## config.mk

```make
export PLATFORM = sky130hd
export DESIGN_NAME = renkon_net_loader_flat
export DESIGN_NICKNAME = d
export VERILOG_FILES = /design/src/rtl/renkon_net_loader_if.sv /design/src/rtl/renkon_net_loader.sv /design/src/flat_wrapper.sv
export SDC_FILE = /design/constraint.sdc
export NUM_CORES = 1
export LEC_CHECK = 0
export ABC_AREA = 1
export CAP_MARGIN = 20
export CORE_MARGIN = 3
export CORE_UTILIZATION = 43
export DETAILED_ROUTE_END_ITERATION = 6
export PLACE_DENSITY_LB_ADDON = 0.05
export SYNTH_ARGS = -nofsm -noshare
export SYNTH_HDL_FRONTEND = slang
export SYNTH_SLANG_ARGS = --single-unit
```

## constraint.sdc

```tcl
create_clock -name clk -period 5.57 [get_ports clk]
set_clock_uncertainty 0.1 [all_clocks]
set_input_delay 1.114 -clock clk [delete_from_list [all_inputs] [get_ports clk]]
set_output_delay 1.114 -clock clk [all_outputs]
set_load 0.02 [all_outputs]
```

## src/rtl/renkon_net_loader_if.sv

```systemverilog
`default_nettype none
// ============================================================================
// Module   : renkon_net_loader_if
// Brief    : Launch, source-memory, net-memory and req/ack bundle of the loader.
//            src_ready exists only when RENKON_LOADER_STALL_EN is defined.
// Revision : 1.0 - initial release
// ============================================================================
interface renkon_net_loader_if #(
    parameter int RENKON_CORELOG = 3,
    parameter int RENKON_NETSIZE = 11,
    parameter int DWIDTH         = 16,
    parameter int MEMSIZE        = 12
);
    logic                        start;
    logic [MEMSIZE-1:0]          src_base;
    logic [RENKON_CORELOG:0]     n_cores;
    logic [RENKON_NETSIZE:0]     words;
    logic [RENKON_NETSIZE-1:0]   net_offset;
    logic                        src_re;
    logic [MEMSIZE-1:0]          src_addr;
    logic signed [DWIDTH-1:0]    src_rdata;
`ifdef RENKON_LOADER_STALL_EN
    logic                        src_ready;
`endif
    logic [RENKON_CORELOG-1:0]   net_sel;
    logic                        net_we;
    logic [RENKON_NETSIZE-1:0]   net_addr;
    logic signed [DWIDTH-1:0]    net_wdata;
    logic                        req;
    logic                        ack;
    logic                        busy;
    logic                        done;

    modport master (
`ifdef RENKON_LOADER_STALL_EN
        input  src_ready,
`endif
        input  start, src_base, n_cores, words, net_offset, src_rdata, ack,
        output src_re, src_addr, net_sel, net_we, net_addr, net_wdata,
        output req, busy, done
    );

    modport slave (
`ifdef RENKON_LOADER_STALL_EN
        output src_ready,
`endif
        output start, src_base, n_cores, words, net_offset, src_rdata, ack,
        input  src_re, src_addr, net_sel, net_we, net_addr, net_wdata,
        input  req, busy, done
    );
endinterface
`default_nettype wire

```

## src/rtl/renkon_net_loader.sv

```systemverilog
`default_nettype none
// ============================================================================
// Module   : renkon_net_loader
// Brief    : Streams per-core weights from a source memory into the renkon net
//            memories, then runs one req/ack layer handshake.
//            Optional macro RENKON_LOADER_STALL_EN gates reads with src_ready.
// Revision : 1.0 - initial release
// ============================================================================
module renkon_net_loader #(
    parameter int RENKON_CORE    = 8,
    parameter int RENKON_CORELOG = 3,
    parameter int RENKON_NETSIZE = 11,
    parameter int DWIDTH         = 16,
    parameter int MEMSIZE        = 12
) (
    input  wire logic               clk,
    input  wire logic               rst,
    renkon_net_loader_if.master     bus
);

    typedef enum logic [2:0] {
        S_IDLE  = 3'd0,
        S_FETCH = 3'd1,
        S_DRAIN = 3'd2,
        S_REQ   = 3'd3,
        S_WAIT  = 3'd4,
        S_DONE  = 3'd5
    } state_t;

    localparam logic [RENKON_CORELOG:0] C_CORE     = (RENKON_CORELOG+1)'(RENKON_CORE);
    localparam logic [RENKON_CORELOG:0] C_CORE_ONE = (RENKON_CORELOG+1)'(1);
    localparam logic [RENKON_NETSIZE:0] C_WORD_ONE = (RENKON_NETSIZE+1)'(1);

    state_t                       r_state;
    state_t                       w_next;

    logic [MEMSIZE-1:0]           r_src_addr;
    logic [RENKON_CORELOG:0]      r_ncores;
    logic [RENKON_CORELOG:0]      r_c;
    logic [RENKON_NETSIZE:0]      r_words;
    logic [RENKON_NETSIZE:0]      r_w;
    logic [RENKON_NETSIZE-1:0]    r_offset;
    logic [RENKON_CORELOG-1:0]    r_net_sel;
    logic [RENKON_NETSIZE-1:0]    r_net_addr;
    logic signed [DWIDTH-1:0]     r_wdata;
    logic                         r_wr_pend;

    logic [RENKON_CORELOG:0]      w_ncores_clamped;
    logic                         w_launch;
    logic                         w_empty;
    logic                         w_rd;
    logic                         w_word_last;
    logic                         w_core_last;
    logic                         w_req;
    logic                         w_busy;
    logic                         w_done;

    assign w_launch         = (r_state == S_IDLE) && bus.start;
    assign w_ncores_clamped = (bus.n_cores > C_CORE) ? C_CORE : bus.n_cores;
    assign w_empty          = (bus.n_cores == '0) || (bus.words == '0);
    assign w_word_last      = (r_w == (r_words - C_WORD_ONE));
    assign w_core_last      = (r_c == (r_ncores - C_CORE_ONE));

`ifdef RENKON_LOADER_STALL_EN
    assign w_rd = (r_state == S_FETCH) && bus.src_ready;
`else
    assign w_rd = (r_state == S_FETCH);
`endif

    always_ff @(posedge clk) begin
        if (rst) begin
            r_state <= S_IDLE;
        end else begin
            r_state <= w_next;
        end
    end

    always_comb begin
        w_next = r_state;
        w_req  = 1'b0;
        w_busy = 1'b1;
        w_done = 1'b0;
        case (r_state)
            S_IDLE: begin
                w_busy = 1'b0;
                if (bus.start) begin
                    w_next = w_empty ? S_REQ : S_FETCH;
                end
            end
            S_FETCH: begin
                if (w_rd && w_word_last && w_core_last) begin
                    w_next = S_DRAIN;
                end
            end
            S_DRAIN: w_next = S_REQ;
            S_REQ: begin
                w_req  = 1'b1;
                w_next = S_WAIT;
            end
            S_WAIT: begin
                if (bus.ack) begin
                    w_next = S_DONE;
                end
            end
            S_DONE: begin
                w_busy = 1'b0;
                w_done = 1'b1;
                w_next = S_IDLE;
            end
            default: begin
                w_busy = 1'b0;
                w_next = S_IDLE;
            end
        endcase
    end

    // The running source address equals src_base + c*words + w, since the
    // layout is core-major and contiguous.
    always_ff @(posedge clk) begin
        if (rst) begin
            r_src_addr <= '0;
            r_ncores   <= '0;
            r_c        <= '0;
            r_words    <= '0;
            r_w        <= '0;
            r_offset   <= '0;
            r_net_sel  <= '0;
            r_net_addr <= '0;
            r_wdata    <= '0;
            r_wr_pend  <= 1'b0;
        end else begin
            r_wr_pend <= w_rd;
            if (r_wr_pend) begin
                r_wdata <= bus.src_rdata;
            end
            if (w_launch) begin
                r_src_addr <= bus.src_base;
                r_ncores   <= w_ncores_clamped;
                r_words    <= bus.words;
                r_offset   <= bus.net_offset;
                r_c        <= '0;
                r_w        <= '0;
            end else if (w_rd) begin
                r_src_addr <= r_src_addr + MEMSIZE'(1);
                r_net_sel  <= r_c[RENKON_CORELOG-1:0];
                r_net_addr <= r_offset + r_w[RENKON_NETSIZE-1:0];
                if (w_word_last) begin
                    r_w <= '0;
                    r_c <= r_c + C_CORE_ONE;
                end else begin
                    r_w <= r_w + C_WORD_ONE;
                end
            end
        end
    end

    assign bus.src_re    = w_rd;
    assign bus.src_addr  = r_src_addr;
    assign bus.net_we    = r_wr_pend;
    assign bus.net_sel   = r_net_sel;
    assign bus.net_addr  = r_net_addr;
    // Read data arrives the cycle after src_re, so it passes straight through
    // on a write and is held in r_wdata otherwise.
    assign bus.net_wdata = r_wr_pend ? bus.src_rdata : r_wdata;
    assign bus.req       = w_req;
    assign bus.busy      = w_busy;
    assign bus.done      = w_done;

endmodule
`default_nettype wire

```

## src/flat_wrapper.sv

```systemverilog
// flat-port wrapper written by rule: the top's interface ports become plain ports
module renkon_net_loader_flat 
#(
    parameter int RENKON_CORE    = 8,
    parameter int RENKON_CORELOG = 3,
    parameter int RENKON_NETSIZE = 11,
    parameter int DWIDTH         = 16,
    parameter int MEMSIZE        = 12
)
  (clk, rst, bus_start, bus_src_base, bus_n_cores, bus_words, bus_net_offset, bus_src_rdata, bus_ack, bus_src_re, bus_src_addr, bus_net_sel, bus_net_we, bus_net_addr, bus_net_wdata, bus_req, bus_busy, bus_done);
  renkon_net_loader_if #(.RENKON_CORELOG(RENKON_CORELOG), .RENKON_NETSIZE(RENKON_NETSIZE), .DWIDTH(DWIDTH), .MEMSIZE(MEMSIZE)) bus_i ();
  input  wire logic clk;
  input  wire logic rst;
  input wire logic [$bits(bus_i.start)-1:0] bus_start;
  input wire logic [$bits(bus_i.src_base)-1:0] bus_src_base;
  input wire logic [$bits(bus_i.n_cores)-1:0] bus_n_cores;
  input wire logic [$bits(bus_i.words)-1:0] bus_words;
  input wire logic [$bits(bus_i.net_offset)-1:0] bus_net_offset;
  input wire logic [$bits(bus_i.src_rdata)-1:0] bus_src_rdata;
  input wire logic [$bits(bus_i.ack)-1:0] bus_ack;
  output wire logic [$bits(bus_i.src_re)-1:0] bus_src_re;
  output wire logic [$bits(bus_i.src_addr)-1:0] bus_src_addr;
  output wire logic [$bits(bus_i.net_sel)-1:0] bus_net_sel;
  output wire logic [$bits(bus_i.net_we)-1:0] bus_net_we;
  output wire logic [$bits(bus_i.net_addr)-1:0] bus_net_addr;
  output wire logic [$bits(bus_i.net_wdata)-1:0] bus_net_wdata;
  output wire logic [$bits(bus_i.req)-1:0] bus_req;
  output wire logic [$bits(bus_i.busy)-1:0] bus_busy;
  output wire logic [$bits(bus_i.done)-1:0] bus_done;
  assign bus_i.start = bus_start;
  assign bus_i.src_base = bus_src_base;
  assign bus_i.n_cores = bus_n_cores;
  assign bus_i.words = bus_words;
  assign bus_i.net_offset = bus_net_offset;
  assign bus_i.src_rdata = bus_src_rdata;
  assign bus_i.ack = bus_ack;
  assign bus_src_re = bus_i.src_re;
  assign bus_src_addr = bus_i.src_addr;
  assign bus_net_sel = bus_i.net_sel;
  assign bus_net_we = bus_i.net_we;
  assign bus_net_addr = bus_i.net_addr;
  assign bus_net_wdata = bus_i.net_wdata;
  assign bus_req = bus_i.req;
  assign bus_busy = bus_i.busy;
  assign bus_done = bus_i.done;
  renkon_net_loader #(.RENKON_CORE(RENKON_CORE), .RENKON_CORELOG(RENKON_CORELOG), .RENKON_NETSIZE(RENKON_NETSIZE), .DWIDTH(DWIDTH), .MEMSIZE(MEMSIZE)) u_core (.clk(clk), .rst(rst), .bus(bus_i));
endmodule
```

==> results of run 1 <==
-- sequential cells by signal (all words and copies together), names as in the netlist, 3 cells and up --
register             cells
u_core.r_words          12
u_core.r_c               4
u_core.r_wdata          16
u_core.r_offset         11
u_core.r_w              12
u_core.r_state           3
u_core.r_ncores          4
u_core.bus.src_addr     12
u_core.bus.net_addr     11
u_core.bus.net_sel       3
-- placed cells by master, fill, tap and decap left out, types with 7 or more instances in the layout --
| master | Yosys | routed |
|---|---|---|
| nand4_1 | 9 | 9 |
| a21oi_1 | 51 | 51 |
| inv_1 | 74 | 74 |
| o21ai_0 | 57 | 57 |
| nand3_1 | 36 | 36 |
| nor3_1 | 13 | 13 |
| clkdlybuf4s50_1 | 0 | 105 |
| xnor2_1 | 15 | 15 |
| xor2_1 | 19 | 19 |
| ha_1 | 15 | 15 |
| o21bai_1 | 7 | 7 |
| nand2_1 | 162 | 162 |
| clkbuf_8 | 0 | 10 |
| nor2_1 | 79 | 79 |
| dfxtp_1 | 89 | 89 |
-- metrics by stage --
step,instance area [um2],hold slack [ps],total power [mW],worst slack (ps),cells
CTS,6112,378.4,1.824,1925,925
detailed placement,5928,365.6,1.382,1975,911
finish,6112,371.9,1.802,1970,925
global placement,5928,359.4,1.375,2027,911
floorplan,4765,347.9,1.147,3014,688
global route,6112,387.8,1.923,1771,925
-- critical path, stage by stage (launching register included) --
cell and delay [ps]:
dfxtp_1 740, inv_1 450, nand2_1 210, nand2_1 80, clkdlybuf4s50_1 540
-- metal layers --
| layer | vias up | track usage | share of wire |
|---|---|---|---|
| li1 | 2426 | - | - |
| met1 | 2135 | 0.2798 | 0.48 |
| met2 | 118 | 0.3261 | 0.45 |
| met3 | 8 | 0.05731 | 0.059 |
| met4 | 0 | 0.04380 | 0.0073 |
| met5 | - | 0 | 0 |
-- path summary, 6_finish.rpt --
kind / startpoint / endpoint / slack, ps / cells past startpoint
worst max register to register: u_core.r_state[1]$_SDFFE_PP0P_ / u_core.r_w[2]$_SDFFE_PP0P_ / 3220 / 9
worst min register to register: u_core.r_wdata[8]$_SDFF_PP0_ / u_core.r_wdata[8]$_SDFF_PP0_ / 370 / 2
worst max-delay path: u_core.bus.net_we$_SDFF_PP0_ / bus_net_wdata[11] / 1970 / 4
worst min-delay path: u_core.r_wdata[8]$_SDFF_PP0_ / u_core.r_wdata[8]$_SDFF_PP0_ / 370 / 2
-- layout make-up --
| class | count | share of cell area |
|---|---|---|
| multi-input cells | 499 | 0.4252 |
| clock buffers | 11 | 0.02313 |
| flip-flops and latches | 89 | 0.2915 |
| well taps | 136 | 0.02784 |
| repair buffers | 110 | 0.1781 |
| clock inverters | 3 | 0.006960 |
| inverters | 77 | 0.04729 |
-- kinds of logic (layout without fill, tap and decap cells) --
logic type      count (synthesis)  in the layout
fa+ha+maj                      16             16
buf+inv                       100            201
simple gates                  319            319
flops                          89             89
compound gates                130            130
xor+xnor                       34             34
-- report_power, final --
part | internal [mW] | leakage (nW) | switching, mW
clock | 0.214 | 0.0913 | 0.219
sequential | 0.706 | 0.729 | 0.0591
combinational | 0.247 | 1.78 | 0.358
total | 1.17 | 2.60 | 0.636
==> impl_metrics.env, run 1 <==
export IMPL_synth_most_common_cell="nand2_1"
export IMPL_yosys_area_share_simple=0.2912
export IMPL_htree_levels=3
export IMPL_worstMarginPinSlew_ps=645.2
export IMPL_syn_avg_cell_area_um2=6.925
export IMPL_maxCapViolCount=0
export IMPL_gp_congestion=0.9010
export IMPL_final_util=0.5791
export IMPL_fin_crit_sh=0.6464
export IMPL_routed_wl_mm=12.47
export IMPL_diodes=0
export IMPL_first_pass_iters=4
export IMPL_grt_pass1_wl_mm=21.27
export IMPL_portBuffers=105
export IMPL_synthArstFlopShare=0
export IMPL_die_area_um2=12380
export IMPL_fmax_ghz=0.2778
export IMPL_core_um2=10560
export IMPL_grt_antenna_before_repair=0
export IMPL_powerDensity_nw_per_um2=294.9
export IMPL_worstSetupStartpointType="flop"
export IMPL_path_clk_slew_ps=80
export IMPL_synth_edff_count=0
export IMPL_grt_total_usage=0.2055
export IMPL_antenna_left=0
export IMPL_synthesis_nets=763
export IMPL_cts_inserted_buffers=9
export IMPL_grt_pass1_vias=4441
export IMPL_cts_tree="done"
export IMPL_drive_gt1_frac=0.04309
export IMPL_synth_top_family_by_area="simple AND/OR/NAND/NOR gates"
export IMPL_io_pins=106
export IMPL_nets=861
export IMPL_ir_drop_v=0.0001630
export IMPL_worstSkewPairLatency_ps=370
export IMPL_tns_ps=0
export IMPL_detail_route_wl_per_cell_um=13.48
export IMPL_muxShareOfSynthArea=0
export IMPL_setup_viol=0
export IMPL_path_class="reg2out"
export IMPL_yosys_cell_types_count=37
export IMPL_drv_slew=0
export IMPL_ys_dominant_reg_cell="dfxtp_1"
export IMPL_hold_violations=0
export IMPL_numClockSinks=89
export IMPL_worstPathMaxFanout=18
export IMPL_status="finished clean"
export IMPL_multi_input_area_um2=2599
export IMPL_routed_via_density=5.067
export IMPL_drtIter0Drc=202
export IMPL_hold_path_class="reg2reg"
export IMPL_rsz0062_at_grt="false"
export IMPL_cts_setup_buffers=0
export IMPL_synth_fa_ha_area_frac=0.04359
export IMPL_synth_compound_area_share=0.1481
export IMPL_dpl_hpwl_mm=8.978
export IMPL_seq_area_frac_synth=0.3739
export IMPL_dieWidth_um=111.3
export IMPL_grt_remaining_overflow=0
export IMPL_die_h_um=111.3
export IMPL_ctsRootBufferMaster="clkbuf_8"
export IMPL_area_delta_synth_final_pct=28.28
export IMPL_ys_warn_count=0
export IMPL_critical_path_required_ps=4360
export IMPL_synth_top_cell_area_share=0.3739
export IMPL_vias=4687
export IMPL_finalCriticalPeriod_ps=3600
export IMPL_register_area_um2=1782
export IMPL_post_cts_resized=0
export IMPL_synth_area_leader_cell="dfxtp_1"
export IMPL_grt_max_degree=48
export IMPL_fp_row_count=37
export IMPL_postCtsHoldBufs=0
export IMPL_cts_buffer_depth=2
export IMPL_post_route_drc_count=0
export IMPL_end_kind="output pin"
export IMPL_ys_seq_elements=89
export IMPL_cp_arrival_ps=2390
export IMPL_netlist_area_um2=4765
export IMPL_initial_core_util=0.4514
export IMPL_p_leak_nw=2.598
export IMPL_synth_common_cells="nand2_1 (162), dfxtp_1 (89), nor2_1 (79), inv_1 (74), o21ai_0 (57)"
export IMPL_relSlewSlack=0.5693
export IMPL_nFillCells=1046
export IMPL_synth_area_leaders="dfxtp_1 (37%), nand2_1 (13%), nor2_1 (6.2%), o21ai_0 (6.0%), inv_1 (5.8%)"
export IMPL_syn_inst=688
export IMPL_synth_xor_area_share=0.06250
(Power assumes the default switching activity.)
==> run 2, diff against run 1 <==
==> constraint.sdc (replaced) <==
create_clock -name clk -period 3 [get_ports clk]
set_clock_uncertainty 0.1 [all_clocks]
set_input_delay 0.6 -clock clk [delete_from_list [all_inputs] [get_ports clk]]
set_output_delay 0.6 -clock clk [all_outputs]
set_load 0.02 [all_outputs]
==> run 2 against run 1 <==
Against the previous run:
- count of clock-buffer cells in the layout unchanged
- combinational power increased by 90%
- wire length increased by 3.5%
- clock power increased by 140%
- sequential cell count unchanged
- global-route usage increased by 0.41 points
- non-clock buffer count increased by 3
- final cell count increased by 0.43%
- power increased by 99%
- via count increased by 1.0%
- first-iteration DRC count increased by 40%
- register-to-register slack got worse by 2400 ps
- largest power group unchanged
==> impl_metrics.env, run 2 (synthesis gave the netlist of run 1 again) <==
export IMPL_core_um2=10560
export IMPL_ir_drop_v=0.0004425
export IMPL_drive_gt1_frac=0.04918
export IMPL_post_route_drc_count=0
export IMPL_pwr_share_clk=0.287
export IMPL_finalPower_mw=3.592
export IMPL_path_class="reg2out"
export IMPL_switching_share=0.3389
export IMPL_critical_path_required_ps=2300
export IMPL_worstPathMaxFanout=5
export IMPL_cts_tree="done"
export IMPL_htree_levels=3
export IMPL_path_clk_slew_ps=90
export IMPL_critPathLaunch="u_core.r_state[1]$_SDFFE_PP0P_"
export IMPL_r2r_end="u_core.r_c[1]$_SDFFE_PP0P_"
export IMPL_first_pass_iters=5
export IMPL_maxCapViolCount=0
export IMPL_cts_inserted_buffers=9
export IMPL_p_seq_frac=0.393
export IMPL_postCtsHoldBufs=0
export IMPL_finalCriticalPeriod_ps=2825
export IMPL_initial_core_util=0.4514
export IMPL_portBuffers=105
export IMPL_gp_congestion=0.8700
export IMPL_grt_max_degree=48
export IMPL_area_delta_synth_final_pct=30.15
export IMPL_fp_row_count=37
export IMPL_slowest_stage="clkdlybuf4s50_1"
export IMPL_antenna_left=0
export IMPL_detail_route_wl_per_cell_um=13.89
export IMPL_cts_buffer_depth=2
export IMPL_fmax_ghz=0.3540
export IMPL_internal_power_mw=2.375
export IMPL_grt_antenna_before_repair=0
export IMPL_tns_ps=0
export IMPL_worstSetupStartpointType="flop"
export IMPL_dieWidth_um=111.3
export IMPL_die_h_um=111.3
export IMPL_end_kind="output pin"
export IMPL_grt_total_usage=0.2096
export IMPL_crit_path_frequent_cell="inv_1"
export IMPL_largest_reg_flops=16
export IMPL_routed_wl_mm=12.91
export IMPL_worstMarginPinSlew_ps=591.3
export IMPL_dpl_cell_area_um2=5951
export IMPL_io_pins=106
export IMPL_post_cts_resized=0
export IMPL_rsz0062_at_grt="false"
export IMPL_drv_slew=0
export IMPL_powerDensity_nw_per_um2=579.3
export IMPL_grt_remaining_overflow=0
export IMPL_worstSkewPairLatency_ps=370
export IMPL_path_cells="nor2_1, inv_1, o21bai_1, inv_1, o21ai_0, clkdlybuf4s50_1"
export IMPL_diodes=0
export IMPL_hold_path_class="reg2reg"
export IMPL_power_frac_comb=0.320
export IMPL_dpl_hpwl_mm=9.552
export IMPL_slowest_delay_ps=640
export IMPL_grt_pass1_wl_mm=21.55
export IMPL_fin_area_um2=6201
export IMPL_rr_worst_depth=11
export IMPL_p_leak_nw=2.648
export IMPL_final_common_cell="nand2_1"
export IMPL_routed_via_density=5.097
export IMPL_hold_ws_ps=373.9
export IMPL_ctsRootBufferMaster="clkbuf_8"
export IMPL_critPathCapture="bus_busy"
export IMPL_regMostFlops="u_core.r_wdata"
export IMPL_relSlewSlack=0.6022
export IMPL_cp_arrival_ps=2120
export IMPL_vias=4735
export IMPL_hold_depth=2
export IMPL_nets=864
export IMPL_die_area_um2=12380
export IMPL_fin_crit_sh=0.9416
export IMPL_reg2reg_slack_ps=800
export IMPL_status="finished clean"
export IMPL_numClockSinks=89
export IMPL_hold_violations=0
export IMPL_power_switching_mw=1.217
export IMPL_layout_common_cells="nand2_1 (162), clkdlybuf4s50_1 (105), dfxtp_1 (89)"
export IMPL_worstReg2RegStart="u_core.r_words[0]$_SDFFE_PP0P_"
export IMPL_drtIter0Drc=283
export IMPL_setup_viol=0
export IMPL_grt_pass1_vias=4511
export IMPL_cts_setup_buffers=0
run 2: cell count changes in the layout (fill, tap and decap cells not counted):
cell	previous run	this run
buf_4	5	8
bufinv_16	1	3
clkbuf_1	1	0
clkbuf_8	10	11
clkinv_2	1	0
clkinvlp_4	1	0
inv_6	0	1
run 2: power by group through the flow:
| stage | logic, mW | registers, mW | clock network, mW |
|---|---|---|---|
| floorplan | 0.648 | 1.48 | 0 |
| global placement | 1.13 | 1.44 | 0 |
| detailed placement | 1.15 | 1.44 | 0 |
| CTS | 1.16 | 1.41 | 1.06 |
| global route | 1.28 | 1.43 | 1.11 |
| finish | 1.15 | 1.41 | 1.03 |
run 2: final cells by class:
type                            count  area (um2)
Fill cell                        1018        4354
Multi-Input combinational cell    499        2599
Sequential cell                    89        1782
Timing Repair Buffer              113        1111
Inverter                           77       289.0
Tap cell                          136       170.2
Clock buffer                       11       151.4
Clock inverter                      4       98.84
run 2: critical path, delay by kind of cell (launching register included):
family	cells	cell delay (ps)
AO/OA/AOI/OAI	2	210
flip-flops	1	380
AND/OR/NAND/NOR	1	320
buffers and inverters	3	850
run 2: how the worst min path moves through the flow:
stage	from	to	slack, ps
2_1_floorplan	u_core.r_words[1]$_SDFFE_PP0P_	u_core.r_words[1]$_SDFFE_PP0P_	350
3_3_place_gp	u_core.r_wdata[5]$_SDFF_PP0_	u_core.r_wdata[5]$_SDFF_PP0_	360
3_5_place_dp	u_core.r_wdata[10]$_SDFF_PP0_	u_core.r_wdata[10]$_SDFF_PP0_	360
4_1_cts	u_core.r_wdata[10]$_SDFF_PP0_	u_core.r_wdata[10]$_SDFF_PP0_	370
5_1_grt	u_core.r_wdata[9]$_SDFF_PP0_	u_core.r_wdata[9]$_SDFF_PP0_	400
6_report	u_core.r_wdata[10]$_SDFF_PP0_	u_core.r_wdata[10]$_SDFF_PP0_	370
run 2: layer usage:
layer / global-route usage / routed length [um]
met5: 0 / 0
met4: 0.03487 / 129
met3: 0.05459 / 580
met2: 0.3458 / 5886
met1: 0.2806 / 6309
run 2: metrics by stage:
| stage | util | worst slack, ps | instances |
|---|---|---|---|
| after floorplan | - | 1048 | 688 |
| after global placement | 0.5638 | 511.7 | 914 |
| after detailed placement | 0.5638 | 472.3 | 914 |
| after CTS | 0.5875 | 144.4 | 929 |
| after global routing | 0.5875 | 33.07 | 929 |
| final | 0.5875 | 175.3 | 929 |
==> run 3, diff against run 2 <==
--- a/config.mk
+++ b/config.mk
@@ -7,8 +7,11 @@
 export LEC_CHECK = 0
 export ABC_AREA = 1
 export CAP_MARGIN = 20
+export CELL_PAD_IN_SITES_DETAIL_PLACEMENT = 0
+export CELL_PAD_IN_SITES_GLOBAL_PLACEMENT = 1
+export CORE_ASPECT_RATIO = 1.25
 export CORE_MARGIN = 3
-export CORE_UTILIZATION = 43
+export CORE_UTILIZATION = 32
 export DETAILED_ROUTE_END_ITERATION = 6
 export PLACE_DENSITY_LB_ADDON = 0.05
 export SYNTH_ARGS = -nofsm -noshare
==> run 3 against run 2 <==
Against the previous run:
- count of clock-buffer cells in the layout shrank 2
- sequential share of layout area fell by 0.56 points
- power rose by 5.5%
- sequential cell count stayed put
- sequential power is essentially flat
- critical path depth unchanged
- combinational power barely moved
- register-to-register slack worse by 80 ps
- critical path type unchanged
- hold slack got worse by 5.0 ps
- setup slack better by 86 ps
- final cell count grew 4.6%
- global-route usage fell by 4.1 points
==> impl_metrics.env, run 3 (synthesis gave the netlist of run 1 again) <==
export IMPL_routed_wl_mm=13.42
export IMPL_die_h_um=142.4
export IMPL_hold_violations=0
export IMPL_maxCapViolCount=0
export IMPL_relSlewSlack=0.6653
export IMPL_crit_path_frequent_cell="inv_1"
export IMPL_largest_reg_flops=16
export IMPL_numClockSinks=89
export IMPL_status="finished clean"
export IMPL_grt_antenna_before_repair=0
export IMPL_hold_depth=2
export IMPL_grt_pass1_wl_mm=21.80
export IMPL_grt_max_degree=48
export IMPL_detail_route_wl_per_cell_um=13.80
export IMPL_grt_total_usage=0.1681
export IMPL_post_cts_resized=0
export IMPL_powerDensity_nw_per_um2=599.1
export IMPL_antenna_left=0
export IMPL_fin_crit_sh=0.9131
export IMPL_hold_path_class="reg2reg"
export IMPL_path_class="reg2out"
export IMPL_routed_via_density=4.802
export IMPL_tns_ps=0
export IMPL_grt_remaining_overflow=0
export IMPL_critPathTopFamily="buffers and inverters"
export IMPL_core_um2=14470
export IMPL_postCtsHoldBufs=0
export IMPL_die_area_um2=16400
export IMPL_fmax_ghz=0.3651
export IMPL_vias=4668
export IMPL_hold_ws_ps=368.9
export IMPL_drv_slew=0
export IMPL_finalCriticalPeriod_ps=2739
export IMPL_cts_buffer_depth=2
export IMPL_layout_common_cells="nand2_1 (162), clkdlybuf4s50_1 (105), dfxtp_1 (89)"
export IMPL_worstSkewPairLatency_ps=350
export IMPL_ir_drop_v=0.0002344
export IMPL_diodes=0
export IMPL_path_clk_slew_ps=70
export IMPL_slowest_stage="clkdlybuf4s50_1"
export IMPL_drtIter0Drc=234
export IMPL_slowest_delay_ps=620
export IMPL_initial_core_util=0.3293
export IMPL_htree_levels=3
export IMPL_regMostFlops="u_core.r_wdata"
export IMPL_worstSetupStartpointType="flop"
export IMPL_ctsRootBufferMaster="clkbuf_16"
export IMPL_rsz0062_at_grt="false"
export IMPL_dp_slack_ps=385.3
export IMPL_setup_slack_ps=260.8
export IMPL_post_route_drc_count=0
export IMPL_area_delta_synth_final_pct=32.72
export IMPL_worstMarginPinSlew_ps=497.4
export IMPL_worstPathMaxFanout=5
export IMPL_cts_setup_buffers=0
export IMPL_critical_path_required_ps=2300
export IMPL_setup_viol=0
export IMPL_dpl_hpwl_mm=10.14
export IMPL_path_cells="nor2_1, inv_1, o21bai_1, inv_1, o21ai_0, clkdlybuf4s50_1"
export IMPL_gp_congestion=0.8122
export IMPL_rr_worst_depth=11
export IMPL_first_pass_iters=6
export IMPL_portBuffers=105
export IMPL_cp_arrival_ps=2040
export IMPL_grt_pass1_vias=4505
export IMPL_end_kind="output pin"
export IMPL_nets=864
export IMPL_drive_gt1_frac=0.05038
export IMPL_final_common_cell="nand2_1"
export IMPL_io_pins=106
export IMPL_cp_depth=6
export IMPL_cts_inserted_buffers=9
export IMPL_dieWidth_um=115.1
export IMPL_crit_buf_inv=3
export IMPL_fp_row_count=49
export IMPL_p_leak_nw=2.677
export IMPL_cts_tree="done"
## run 3: area by class of cell
type | count | area (um2)
Clock buffer | 9 | 225.2
Clock inverter | 7 | 95.09
Fill cell | 1497 | 8145
Inverter | 77 | 289.0
Multi-Input combinational cell | 499 | 2599
Sequential cell | 89 | 1782
Tap cell | 178 | 222.7
Timing Repair Buffer | 113 | 1111
## run 3: final timing paths
path                                  start                      endpoint  slack [ps]
max          u_core.r_state[1]$_SDFFE_PP0P_                      bus_busy         260
min            u_core.r_wdata[5]$_SDFF_PP0_  u_core.r_wdata[5]$_SDFF_PP0_         370
max reg2reg  u_core.r_words[0]$_SDFFE_PP0P_    u_core.r_c[2]$_SDFFE_PP0P_         720
min reg2reg    u_core.r_wdata[5]$_SDFF_PP0_  u_core.r_wdata[5]$_SDFF_PP0_         370
## run 3: power by group
| part | leakage, nW | switching (mW) | internal (mW) | total (mW) |
|---|---|---|---|---|
| Clock | 0.155 | 0.493 | 0.730 | 1.22 |
| Sequential | 0.729 | 0.104 | 1.31 | 1.42 |
| Combinational | 1.79 | 0.683 | 0.467 | 1.15 |
## run 3: worst register-to-register path, cell delays in order, from the launching register on
cell	delay, ps
dfxtp_1	320
inv_1	90
ha_1	200
nand2_1	130
nor2_2	210
nand3_1	120
nand3_1	110
nand3_1	80
nor2_1	390
nand3_1	240
nand2_1	110
a21oi_1	60
## run 3: per-layer routing
| layer | track usage | wire length (um) |
|---|---|---|
| met3 | 0.02510 | 543 |
| met1 | 0.2060 | 6051 |
| met4 | 0.06799 | 229 |
| met5 | 0 | 0 |
| met2 | 0.2927 | 6590 |
## run 3: through the flow
| step | power, mW | std cells | instance area (um2) | util |
|---|---|---|---|---|
| after floorplan | 2.129 | 688 | 4765 | - |
| after global placement | 2.589 | 956 | 6003 | 0.4149 |
| after detailed placement | 2.604 | 956 | 6003 | 0.4149 |
| after CTS | 3.852 | 972 | 6324 | 0.4370 |
| after global routing | 4.042 | 972 | 6324 | 0.4370 |
| final | 3.788 | 972 | 6324 | 0.4370 |
